<file path="src/rtl/branch_predictor.sv">
// Direct-mapped branch predictor with BTB: combinational fetch lookup,
// decode-time update with 2-bit saturating counters, and misprediction flag.
module branch_predictor #(
    parameter int unsigned INDEX_BITS = 3
) (
    input  logic        clk,
    input  logic        rst,
    input  logic        enable,
    input  logic [15:0] PC_curr,
    output logic        predicted_taken,
    output logic [15:0] predicted_target,
    input  logic        wen,
    input  logic [15:0] IF_ID_PC_curr,
    input  logic        IF_ID_predicted_taken,
    input  logic [15:0] IF_ID_predicted_target,
    input  logic        actual_taken,
    input  logic [15:0] actual_target,
    output logic        mispredicted
);

    localparam int unsigned ENTRIES = 1 << INDEX_BITS;
    localparam int unsigned TAG_W   = 15 - INDEX_BITS;

    logic                  r_valid [ENTRIES];
    logic [TAG_W-1:0]      r_tag   [ENTRIES];
    logic [1:0]            r_cnt   [ENTRIES];
    logic [15:0]           r_tgt   [ENTRIES];

    logic [INDEX_BITS-1:0] w_lk_idx;
    logic [TAG_W-1:0]      w_lk_tag;
    logic                  w_lk_hit;
    logic [INDEX_BITS-1:0] w_up_idx;
    logic [TAG_W-1:0]      w_up_tag;
    logic                  w_up_hit;
    logic [1:0]            w_up_cnt;
    logic [1:0]            w_cnt_next;
    logic                  w_unused_pc_lsbs;

    // Instructions are halfword aligned, so PC bit 0 never selects an entry.
    assign w_unused_pc_lsbs = PC_curr[0] ^ IF_ID_PC_curr[0];

    assign w_lk_idx = PC_curr[INDEX_BITS:1];
    assign w_lk_tag = PC_curr[15:INDEX_BITS+1];
    assign w_up_idx = IF_ID_PC_curr[INDEX_BITS:1];
    assign w_up_tag = IF_ID_PC_curr[15:INDEX_BITS+1];

    // Fetch lookup sees pre-update contents during a same-cycle write.
    assign w_lk_hit         = r_valid[w_lk_idx] && (r_tag[w_lk_idx] == w_lk_tag);
    assign predicted_taken  = enable && w_lk_hit && r_cnt[w_lk_idx][1];
    assign predicted_target = w_lk_hit ? r_tgt[w_lk_idx] : 16'h0000;

    assign w_up_hit = r_valid[w_up_idx] && (r_tag[w_up_idx] == w_up_tag);
    assign w_up_cnt = r_cnt[w_up_idx];

    always_comb begin
        w_cnt_next = w_up_cnt;
        if (actual_taken) begin
            if (w_up_cnt != 2'b11) w_cnt_next = w_up_cnt + 2'd1;
        end else begin
            if (w_up_cnt != 2'b00) w_cnt_next = w_up_cnt - 2'd1;
        end
    end

    assign mispredicted = wen && ((actual_taken != IF_ID_predicted_taken) ||
                                  (actual_taken && (IF_ID_predicted_target != actual_target)));

    // Table state; a taken miss allocates, a not-taken miss leaves the entry alone.
    always_ff @(posedge clk or posedge rst) begin
        if (rst) begin
            for (int unsigned i = 0; i < ENTRIES; i++) begin
                r_valid[i] <= 1'b0;
                r_tag[i]   <= '0;
                r_cnt[i]   <= 2'b01;
                r_tgt[i]   <= 16'h0000;
            end
        end else if (wen) begin
            if (w_up_hit) begin
                r_cnt[w_up_idx] <= w_cnt_next;
                if (actual_taken) r_tgt[w_up_idx] <= actual_target;
            end else if (actual_taken) begin
                r_valid[w_up_idx] <= 1'b1;
                r_tag[w_up_idx]   <= w_up_tag;
                r_cnt[w_up_idx]   <= 2'b10;
                r_tgt[w_up_idx]   <= actual_target;
            end
        end
    end

endmodule

</file>
<file path="config.mk">
export PLATFORM = sky130hd
export DESIGN_NAME = branch_predictor
export DESIGN_NICKNAME = d
export VERILOG_FILES = /design/src/rtl/branch_predictor.sv
export SDC_FILE = /design/constraint.sdc
export NUM_CORES = 1
export LEC_CHECK = 0
export ABC_AREA = 1
export CAP_MARGIN = 20
export CORE_AREA = 2 2 151 153
export CTS_CLUSTER_SIZE = 24
export DETAILED_ROUTE_END_ITERATION = 10
export DIE_AREA = 0 0 153 155
export PLACE_DENSITY = 0.8
export RECOVER_POWER = 25
export SYNTH_ARGS = -nofsm -noshare
export SYNTH_HDL_FRONTEND = slang
export SYNTH_SLANG_ARGS = --single-unit
</file>
<file path="constraint.sdc">
create_clock -name clk -period 21.2 [get_ports clk]
set_input_delay 3.18 -clock clk [delete_from_list [all_inputs] [get_ports clk]]
set_output_delay 3.18 -clock clk [all_outputs]
set_load 0.02 [all_outputs]
</file>
---- Word-level counts from Yosys, hierarchy flattened ----
Cells that the tools add are included.
word-level totals
  memories ................................ 0
  register bits after elaboration ......... 248
  logic and storage cells ................. 100
  bits in read-only memories .............. 0
  bits in latches ......................... 0
  output and inout bits ................... 18
  bits in writable memories ............... 0
cells by class
  bitwise logic cells ..................... 7
  magnitude comparators ................... 3
  multipliers ............................. 0
  reduce and logical (&&, ||, !) cells .... 13
  divide/modulo/power cells ............... 0
  equality and inequality tests ........... 5
  mux-type cells .......................... 38
  shift-type cells ........................ 0
  $add $sub $neg .......................... 2
operator list
  kind                  count
  $bwmux W128           1
  $bwmux W96            1
  $mux W16              6
  $bmux W12 S3          2
  $mux W12              5
  $bmux W16 S3          1
  $demux W16 S3         1
  $demux W12 S3         1
  $eq A12 B12 Y1        2
  $bwmux W16            1
  $mux W2               8
  $ne A16 B16 Y1        1
  $or A8 B8 Y8          2
  $bmux W2 S3           2
  $and A8 B8 Y8         1
  $ge A4 B4 Y1 const B  2
  $not A3 Y4            2
  $not A8 Y8            1
  $logic_and A1 B1 Y1   7
  $bmux W1 S3           2
  $demux W2 S3          1
  $mux W1               5
  $lt A4 B1 Y1 const B  1
  $reduce_and A2 Y1     2
  9 further kinds       10

---- Depth between registers and ports, before layout ----
Gate-level depths: netlist of the first run.
  depth in word-level cells ............... 9
  mapped depth ............................ 20
  mapped depth without buffers ............ 17

---- Worst setup path after synthesis of the first run ----
Ideal clock, no wire load.
  path type ............................... in2out
  from .................................... in PC_curr[2]
  to ...................................... out predicted_target[10]
  stages .................................. 12
  arrival ................................. 4899 ps
  buffers on the path ..................... 3
  path slack .............................. 13121 ps
  path through ............................ buf_2 > clkbuf_1 > o21ai_0 > o211ai_1 > o21ai_0 > xnor2_1 > nor2_1 > nand2_1 > nor2_1 > nand2_1 > buf_2 > nor2_1
on the way
  longest elaborated chain between the ends .. 7
  elaborated cells on any way between the ends .. 13
RTL lines
  item                                          RTL line  RTL
  start: declaration                            9         input logic [15:0] PC_curr,
  $not A3 Y4 (implied by the code) *            48, 50
  $bmux W12 S3                                  48        assign w_lk_hit = r_valid[w_lk_idx] && (r_tag[w_lk_idx] == w_lk_tag);
  $mux W12 (implied by the code) (2 in series)  48
  $eq A12 B12 Y1                                48
  $logic_and A1 B1 Y1                           48
  $mux W16 *                                    50        assign predicted_target = w_lk_hit ? r_tgt[w_lk_idx] : 16'h0000;
  end: declaration                              11        output logic [15:0] predicted_target,
Mark *: on every way between the ends. The rest lies on a longest branch, timed or not. The select of a mux whose other input is x is not followed.

---- Worst setup path in the final report of the first run ----
  from .................................... in PC_curr[2]
  to ...................................... out predicted_target[1]
The elaborated chain is that of the path after synthesis.

==> results.ini, run 1 <==
[timing]
timing.fmax_mhz=92.4
tns_ns=0
rsz0062_at_grt=false
finClkSkew_ns=0.00977
post-route-period-util_pct=51.0
setup_viol=0
worst_pin_slew_ns=3.76
setup_ws_ns=10.38
hold_violations=0
finalCriticalPeriod_ns=10.82
slew_viol_final=218
maxSlewHeadroom_pct=-152

[synthesis]
synth.top_cell.area_share_pct=45.9
synthCells=1786
ys.flop_type=dfrtp_1
yosysWarnings=0
yosys.cell_types.count=40
synth_largest_area_cell=dfrtp_1
syn_nets=1856
syn-cell-area_um2=13100
synth_common_cells=465 x nand2_1, 315 x o21ai_0, 240 x dfrtp_1
syn_avg_cell_area_um2=7.33
synth_most_common_cell=nand2_1
yosysSeqAreaShare_pct=47.5
async_reset_ff_share_pct=100
synth_seq_cells=248
synth_edf_count=0
netlist_top_cells_area=dfrtp_1 46%, nand2_1 13%, o21ai_0 12%

[cts]
ctsHoldBuffers=0
cts_buffers=26
clkTransAtPathRegs_ns=0.06
cts_setup_buffers=0
cts_max_level=1
insertion_delay_ns=0.54
cts_sinks=248
cts_resized=0
cts-root-buf=clkbuf_16
tritoncts=built
clk_path_buf_depth=3

[routing]
drt_wl_total_um=37300
met2_length_um=17500
top_layer_used=met4
ant_nets=0
viasPerCell=5.78
drc=0
wl_met3_um=3320
first_pass_iters=6
wl_per_cell_um=17.7
num_vias=12208
drt-met1-wl_um=15100
drt-initial-drc-count=1140

[finish]
fill_cells=1911
final_nets=1880
areaGrowthSynthToFinish_pct=12.6
regArea_um2=6220
finish.utilization_pct=66.3
antenna_cells=0
multiInputGateArea_um2=5730
drive_gt1_share_pct=4.82

[grt]
grt_pass1_wl_um=60500
grtUsageTotal_pct=31.6
gr-total-overflow=0
grt_max_degree=110
grt_pass1_vias=11700
antenna_found_initial=0

[placement]
pre_cts_slack_ns=10.50
dp_hpwl_um=22000
gp_congestion=0.864
portBuffers=85

[run_status]
violations=capacitance limit, slew limit
status=complete, but fails checks

[job]
maxCapViolCount=3

[setup_path]
crit_fanout=80
arrival_ns=7.64
crit_path_end_kind=output pin
setup.worst_path.start_class=primary input
required_ns=18.02
path_class=primary input to output pin

[pwr]
irDropWorstVdd_mv=0.0741
power.leakage_nw=7.00
power_per_cell_area_nw_per_um2=88.0

[floorplanning]
die_y_um=155
die_area_um2=23700
die-width_um=153
core_area_um2=22200
rows=55
pin_count=88
start_util_pct=58.9

[hold_path]
hold_path_class=register to register

flip-flops by register name, indices dropped and copies added (netlist names):
name and flops:
r_cnt 16, r_valid 8, r_tag 96, r_tgt 128
per-layer routing:
layer	vias to the layer above	global-route usage (%)
met5	-	0
met4	0	12.3
met3	128	5.46
met2	573	52.5
met1	5678	41.8
li1	5829	-
power breakdown:
group / switching, mW / internal (mW)
logic: 0.154 / 0.0942
registers: 0.0513 / 0.569
clock network: 0.187 / 0.243
logic make-up after synthesis:
| kind of cell | count (synthesis) | share of synthesized area [%] |
|---|---|---|
| and+or+nand+nor | 742 | 22.8 |
| buffers and inverters | 282 | 8.88 |
| DFF | 248 | 47.5 |
| AOI/OAI and AO/OA | 499 | 19.8 |
| xor gates and xnor gates | 15 | 1.00 |
cell usage in the layout, fill, tap and decap left out, types with 5 or more instances in the layout:
master / synthesis / layout
dfstp_2: 8 / 8
o21ai_0: 315 / 315
clkbuf_1: 55 / 13
buf_4: 13 / 12
xor2_1: 11 / 11
a21oi_1: 111 / 111
nand2_2: 10 / 10
clkbuf_16: 0 / 26
nand2_1: 465 / 465
nand3_1: 87 / 87
o211ai_1: 22 / 22
inv_1: 170 / 168
nor2_1: 158 / 156
clkbuf_8: 0 / 5
o21ai_1: 37 / 37
clkdlybuf4s50_1: 0 / 81
dfrtp_1: 240 / 240
nor2_2: 4 / 6
through the flow:
| stage | hold WS [ns] | total power [mW] | instance area, µm² | cells |
|---|---|---|---|---|
| after floorplan | 0.431 | 0.797 | 13100 | 1786 |
| after global placement | 0.442 | 0.856 | 13900 | 2063 |
| after detailed placement | 0.454 | 0.870 | 13900 | 2063 |
| after CTS | 0.463 | 1.30 | 14700 | 2107 |
| after global routing | 0.486 | 1.37 | 14700 | 2111 |
| final | 0.463 | 1.30 | 14700 | 2111 |
final timing paths:
path / cells after the start / from / endpoint / slack, ns
max: 14 / PC_curr[2] / predicted_target[1] / 10.38
min: 2 / r_cnt[14]$_DFFE_PP1P_ / r_cnt[14]$_DFFE_PP1P_ / 0.46
max reg2reg: 12 / r_tag[88]$_DFFE_PP0P_ / r_tag[37]$_DFFE_PP0P_ / 18.73
min reg2reg: 2 / r_cnt[14]$_DFFE_PP1P_ / r_cnt[14]$_DFFE_PP1P_ / 0.46
max in group asynchronous: 4 / rst / r_tag[69]$_DFFE_PP0P_ / 11.80
min in group asynchronous: 2 / rst / r_tgt[1]$_DFFE_PP0P_ / 4.20
worst max-delay path: stages:
cell and delay [ns]:
buf_2 0.08, buf_4 0.73, inv_1 0.66, buf_4 0.44, a21oi_1 0.15, o21ai_0 0.10
nand3_1 0.11, nand2_1 0.08, xor2_1 0.30, nand3_1 0.12, nor2_1 0.09, nand2_1 0.54
nor2_1 0.36, clkdlybuf4s50_1 0.66
area by class of cell:
type | instances | area share, %
flip-flops and latches | 248 | 42.2
multi-input cells | 1256 | 38.8
repair buffers | 102 | 6.72
clock buffers | 40 | 5.11
inverters | 176 | 4.53
well taps | 285 | 2.42
clock inverters | 4 | 0.212
Note: power is estimated with default switching activity, not from simulation.
==> inputs of run 2 (changes only) <==
==> constraint.sdc (replaced) <==
create_clock -name clk -period 10.9 [get_ports clk]
set_input_delay 1.635 -clock clk [delete_from_list [all_inputs] [get_ports clk]]
set_output_delay 1.635 -clock clk [all_outputs]
set_load 0.02 [all_outputs]
==> run 2 against run 1 <==
Against the previous run: the run still ends with capacitance limit, slew limit left; combinational power up 95%; clock-buffer cell count unchanged; cell area up 0.50%; non-clock buffer count down 4; clock power up 120%; global-route usage up 0.072 points; die area unchanged; largest power group unchanged; setup slack worse by 7.5 ns; total power up 100%.
==> results.ini, run 2 (synthesis results as in run 1) <==
[setup_path]
setup.worst_path.start_class=primary input
crit_path_end_kind=asynchronous set/reset pin
path_class=primary input to asynchronous set/reset pin
crit_fanout=113
required_ns=11.45
arrival_ns=8.58

[routing]
wl_per_cell_um=17.8
num_vias=12349
drt-initial-drc-count=1254
drt_wl_total_um=37500
drc=0
ant_nets=0
viasPerCell=5.84
first_pass_iters=6

[timing]
setup_viol=0
hold_ws_ns=0.461
rsz0062_at_grt=false
post-route-period-util_pct=73.7
tns_ns=0
hold_violations=0
finClkSkew_ns=0.00773
maxSlewHeadroom_pct=-234
timing.fmax_mhz=124
finalCriticalPeriod_ns=8.03
slew_viol_final=174
worst_pin_slew_ns=4.98

[job]
maxCapViolCount=2

[cts]
cts_max_level=1
insertion_delay_ns=0.56
cts_resized=0
clkTransAtPathRegs_ns=0.06
tritoncts=built
cts_buffers=28
ctsHoldBuffers=0
cts_setup_buffers=0
clk_path_buf_depth=3
cts_sinks=248
cts-root-buf=clkbuf_16

[floorplanning]
rows=55
die_area_um2=23700
pin_count=88
die-width_um=153
core_area_um2=22200
start_util_pct=58.9
die_y_um=155

[pwr]
power.leakage_nw=7.04
irDropWorstVdd_mv=0.133
power_mw=2.62
power_per_cell_area_nw_per_um2=177

[grt]
grt_max_degree=114
grt_pass1_vias=11836
grt_pass1_wl_um=60300
grtUsageTotal_pct=31.7
gr-total-overflow=0
antenna_found_initial=0

[finish]
fin_area_um2=14800
layout_common_cells=465 x nand2_1, 315 x o21ai_0, 240 x dfrtp_1, 168 x inv_1, 156 x nor2_1
multiInputGateArea_um2=5730
regArea_um2=6220
final_nets=1878
layout_commonest_cell=nand2_1
areaGrowthSynthToFinish_pct=13.2
reg_top3=r_tgt: 128 flops, r_tag: 96 flops, r_cnt: 16 flops
fill_cells=1868
largest_reg_flops=128
antenna_cells=0
regMostFlops=r_tgt
drive_gt1_share_pct=5.30

[placement]
gp_congestion=0.885
portBuffers=85
dp_hpwl_um=22300
place_area_um2=13900

[run_status]
violations=capacitance limit, slew limit
status=complete, but fails checks

[hold_path]
hold_path_class=register to register

[run 2: changes by cell type in the layout (fill, tap and decap cells not counted), sizes merged]
| cell | change |
|---|---|
| buf | -1 |
| bufinv | +1 |
| clkbuf | -3 |
| clkinv | +7 |
[run 2: power breakdown]
group          leakage, nW  internal (mW)  switching, mW
registers             3.02           1.11          0.103
logic                 3.56          0.182          0.301
clock network        0.457          0.535          0.390
total                 7.04           1.82          0.794
[run 2: worst paths after layout]
check	startpoint	end	slack, ns	depth (start not counted)
setup / recovery	rst	r_tgt[91]$_DFFE_PP0P_	2.87	4
hold / removal	r_cnt[0]$_DFFE_PP1P_	r_cnt[0]$_DFFE_PP1P_	0.46	2
setup reg to reg	r_tag[88]$_DFFE_PP0P_	r_tag[0]$_DFFE_PP0P_	8.44	12
hold reg to reg	r_cnt[0]$_DFFE_PP1P_	r_cnt[0]$_DFFE_PP1P_	0.46	2
max in group clk	PC_curr[3]	predicted_target[1]	3.13	12
min in group asynchronous	rst	r_tgt[1]$_DFFE_PP0P_	3.08	2
[run 2: per-stage QoR]
stage	instances	worst slack [ns]	util (%)
finish	2115	2.87	66.7
global route	2115	1.58	66.7
CTS	2115	3.26	66.7
detailed placement	2063	3.31	62.6
global placement	2063	3.36	62.6
floorplan	1786	2.46	-
[run 2: cell type report]
type | instances | share of cell area (%)
clock buffer | 40 | 5.37
clock inverter | 12 | 0.819
inverter | 176 | 4.51
multi-input combinational | 1256 | 38.6
sequential | 248 | 42.0
tap | 285 | 2.41
timing repair buffer | 98 | 6.29
[run 2: critical path, cell delays in order]
cell and delay (ns):
dlygate4sd3_1 0.54, clkinvlp_2 2.79, clkbuf_1 2.46, buf_4 1.07
[run 2: routing by layer]
| metal | track usage (%) | wire length (µm) | up-vias | part of all wire, % |
|---|---|---|---|---|
| met5 | 0 | 0 | - | 0 |
| met1 | 41.0 | 15100 | 5791 | 40 |
| met4 | 16.6 | 1910 | 0 | 5.1 |
| met3 | 4.93 | 3140 | 142 | 8.4 |
| li1 | - | - | 5824 | - |
| met2 | 52.1 | 17400 | 592 | 46 |
==> inputs of run 3 (changes only) <==
--- a/config.mk
+++ b/config.mk
@@ -7,11 +7,11 @@
 export LEC_CHECK = 0
 export ABC_AREA = 1
 export CAP_MARGIN = 20
-export CORE_AREA = 2 2 151 153
+export CORE_AREA = 2 2 159 161
 export CTS_CLUSTER_SIZE = 24
 export DETAILED_ROUTE_END_ITERATION = 10
-export DIE_AREA = 0 0 153 155
-export PLACE_DENSITY = 0.8
+export DIE_AREA = 0 0 161 163
+export PLACE_DENSITY = 0.76
 export RECOVER_POWER = 25
 export SYNTH_ARGS = -nofsm -noshare
 export SYNTH_HDL_FRONTEND = slang
==> constraint.sdc (replaced) <==
create_clock -name clk -period 7 [get_ports clk]
set_input_delay 1.05 -clock clk [delete_from_list [all_inputs] [get_ports clk]]
set_output_delay 1.05 -clock clk [all_outputs]
set_load 0.02 [all_outputs]
==> run 3 against run 2 <==
Against the previous run: the run still ends with capacitance limit, slew limit left; cell area is 0.33% higher; non-clock buffer count rose by 2; register-to-register slack got worse by 3.9 ns; first-iteration DRC count increased by 22%; critical path depth rose by 7; setup slack got worse by 2.1 ns; clock-buffer cell count is 2 lower; die area up 11%; clock skew about the same; clock power rose by 52%; combinational power increased by 55%; sequential power is 55% higher; critical endpoint is now predicted_target[6]; largest power group unchanged; highest routed layer unchanged.
==> results.ini, run 3 (synthesis results as in run 1) <==
[setup_path]
arrival_ns=5.20
r2r_setup_slack_ns=4.53
crit_end=predicted_target[6]
cp.buffers_inverters=4
required_ns=5.95
critical_path.max_stage_delay_ns=0.89
crit_path_end_kind=output pin
cp.depth=11
reg2reg_depth=12
worstPathCellList=clkdlybuf4s50_1, buf_4, clkinv_1, o21ai_0, o21ai_0, nor2_1, nand3_1, nor2_1, nand2_1, nor2_1, clkdlybuf4s50_1
path_class=primary input to output pin
crit_fanout=26
reg2reg_to=r_tag[38]$_DFFE_PP0P_
setup.worst_path.start_class=primary input
critPathTopFamily=buffers and inverters
crit_slowest_cell=clkinv_1
reg2reg_from=r_tag[88]$_DFFE_PP0P_
crit_start=PC_curr[3]
crit_top_cell=nor2_1

[cts]
cts_setup_buffers=0
tritoncts=built
cts-root-buf=clkbuf_16
cts_sinks=248
ctsHoldBuffers=0
cts_max_level=1
clkTransAtPathRegs_ns=0.06
cts_resized=0
insertion_delay_ns=0.54
cts_buffers=27
clk_path_buf_depth=3

[floorplanning]
rows=58
die_area_um2=26200
core_area_um2=24700
start_util_pct=53.0
pin_count=88
die-width_um=161
die_y_um=163

[timing]
post-route-period-util_pct=89.3
slew_viol_final=188
finalCriticalPeriod_ns=6.25
worst_pin_slew_ns=3.53
finClkSkew_ns=0.00812
hold_violations=0
setup_viol=0
maxSlewHeadroom_pct=-135
rsz0062_at_grt=false
tns_ns=0
setup_ws_ns=0.750
hold_ws_ns=0.464
timing.fmax_mhz=160

[routing]
viasPerCell=5.68
first_pass_iters=5
ant_nets=0
num_vias=12262
drt-initial-drc-count=1532
drt_wl_total_um=37600
wl_per_cell_um=17.4
drc=0

[grt]
grt_max_degree=145
grt_pass1_vias=11888
gr-total-overflow=0
grt_pass1_wl_um=61600
antenna_found_initial=0
grtUsageTotal_pct=29.3

[finish]
antenna_cells=0
largest_reg_flops=128
regMostFlops=r_tgt
regArea_um2=6220
fill_cells=2245
drive_gt1_share_pct=5.47
layout_commonest_cell=nand2_1
areaGrowthSynthToFinish_pct=13.6
layout_common_cells=465 x nand2_1, 315 x o21ai_0, 240 x dfrtp_1, 168 x inv_1, 156 x nor2_1
final_nets=1879
fin_cells=2159
multiInputGateArea_um2=5730
reg_top3=r_tgt: 128 flops, r_tag: 96 flops, r_cnt: 16 flops

[placement]
dp.cells=2109
dp_hpwl_um=22500
gp_congestion=0.885
portBuffers=85
pre_cts_slack_ns=0.818

[run_status]
violations=capacitance limit, slew limit
status=complete, but fails checks

[job]
maxCapViolCount=2

[pwr]
irDropWorstVdd_mv=0.175
power.leakage_nw=7.05
power_per_cell_area_nw_per_um2=272

[hold_path]
hold_path_class=register to register

-- run 3: changes by cell type in the layout (fill, tap and decap cells not counted), sizes merged --
cell      delta
buf          +2
clkbuf       -2
clkinv       -3
clkinvlp     +1
inv          +1
-- run 3: where the power goes --
group	internal (mW)	total (mW)	switching, mW
Combinational	0.284	0.750	0.466
Clock	0.817	1.41	0.589
Sequential	1.72	1.88	0.158
Total	2.82	4.04	1.21
-- run 3: worst register-to-register path: cells and delay by family, from the launching register on --
kind / cells / cell delay (ns)
simple gates: 11 / 1.86
flops: 1 / 0.39
compound gates: 1 / 0.14
-- run 3: per-stage QoR --
step                      instance area [µm²]  util, %  power, mW
final                                   14900     60.2       4.04
after global routing                    14900     60.2       4.26
after CTS                               14900     60.2       4.05
after detailed placement                14000     56.7       2.64
after global placement                  14000     56.7       2.60
after floorplan                         13100        -       2.41
-- run 3: cell type report --
type	count	share of cell area (%)
flip-flops and latches	248	41.8
clock buffers	38	5.29
well taps	330	2.78
clock inverters	11	0.581
multi-input cells	1256	38.5
repair buffers	100	6.52
inverters	176	4.49
-- run 3: worst min path at each step --
stage	start	to	slack, ns	cells after the start
2_1_floorplan	r_valid[5]$_DFFE_PP0P_	r_valid[5]$_DFFE_PP0P_	0.43	2
3_3_place_gp	r_valid[5]$_DFFE_PP0P_	r_valid[5]$_DFFE_PP0P_	0.45	2
3_5_place_dp	r_valid[5]$_DFFE_PP0P_	r_valid[5]$_DFFE_PP0P_	0.45	2
4_1_cts	r_cnt[12]$_DFFE_PP1P_	r_cnt[12]$_DFFE_PP1P_	0.46	2
5_1_grt	r_cnt[8]$_DFFE_PP1P_	r_cnt[8]$_DFFE_PP1P_	0.49	2
6_report	r_valid[5]$_DFFE_PP0P_	r_valid[5]$_DFFE_PP0P_	0.46	2
-- run 3: per-layer routing --
layer / vias to the layer above / part of all wire [%] / GRT usage [%] / routed length (µm)
met5: - / 0 / 0 / 0
met1: 5814 / 43 / 40.3 / 16000
met3: 91 / 8.2 / 3.92 / 3100
met2: 536 / 46 / 47.8 / 17300
li1: 5821 / - / - / -
met4: 0 / 3.4 / 11.2 / 1290
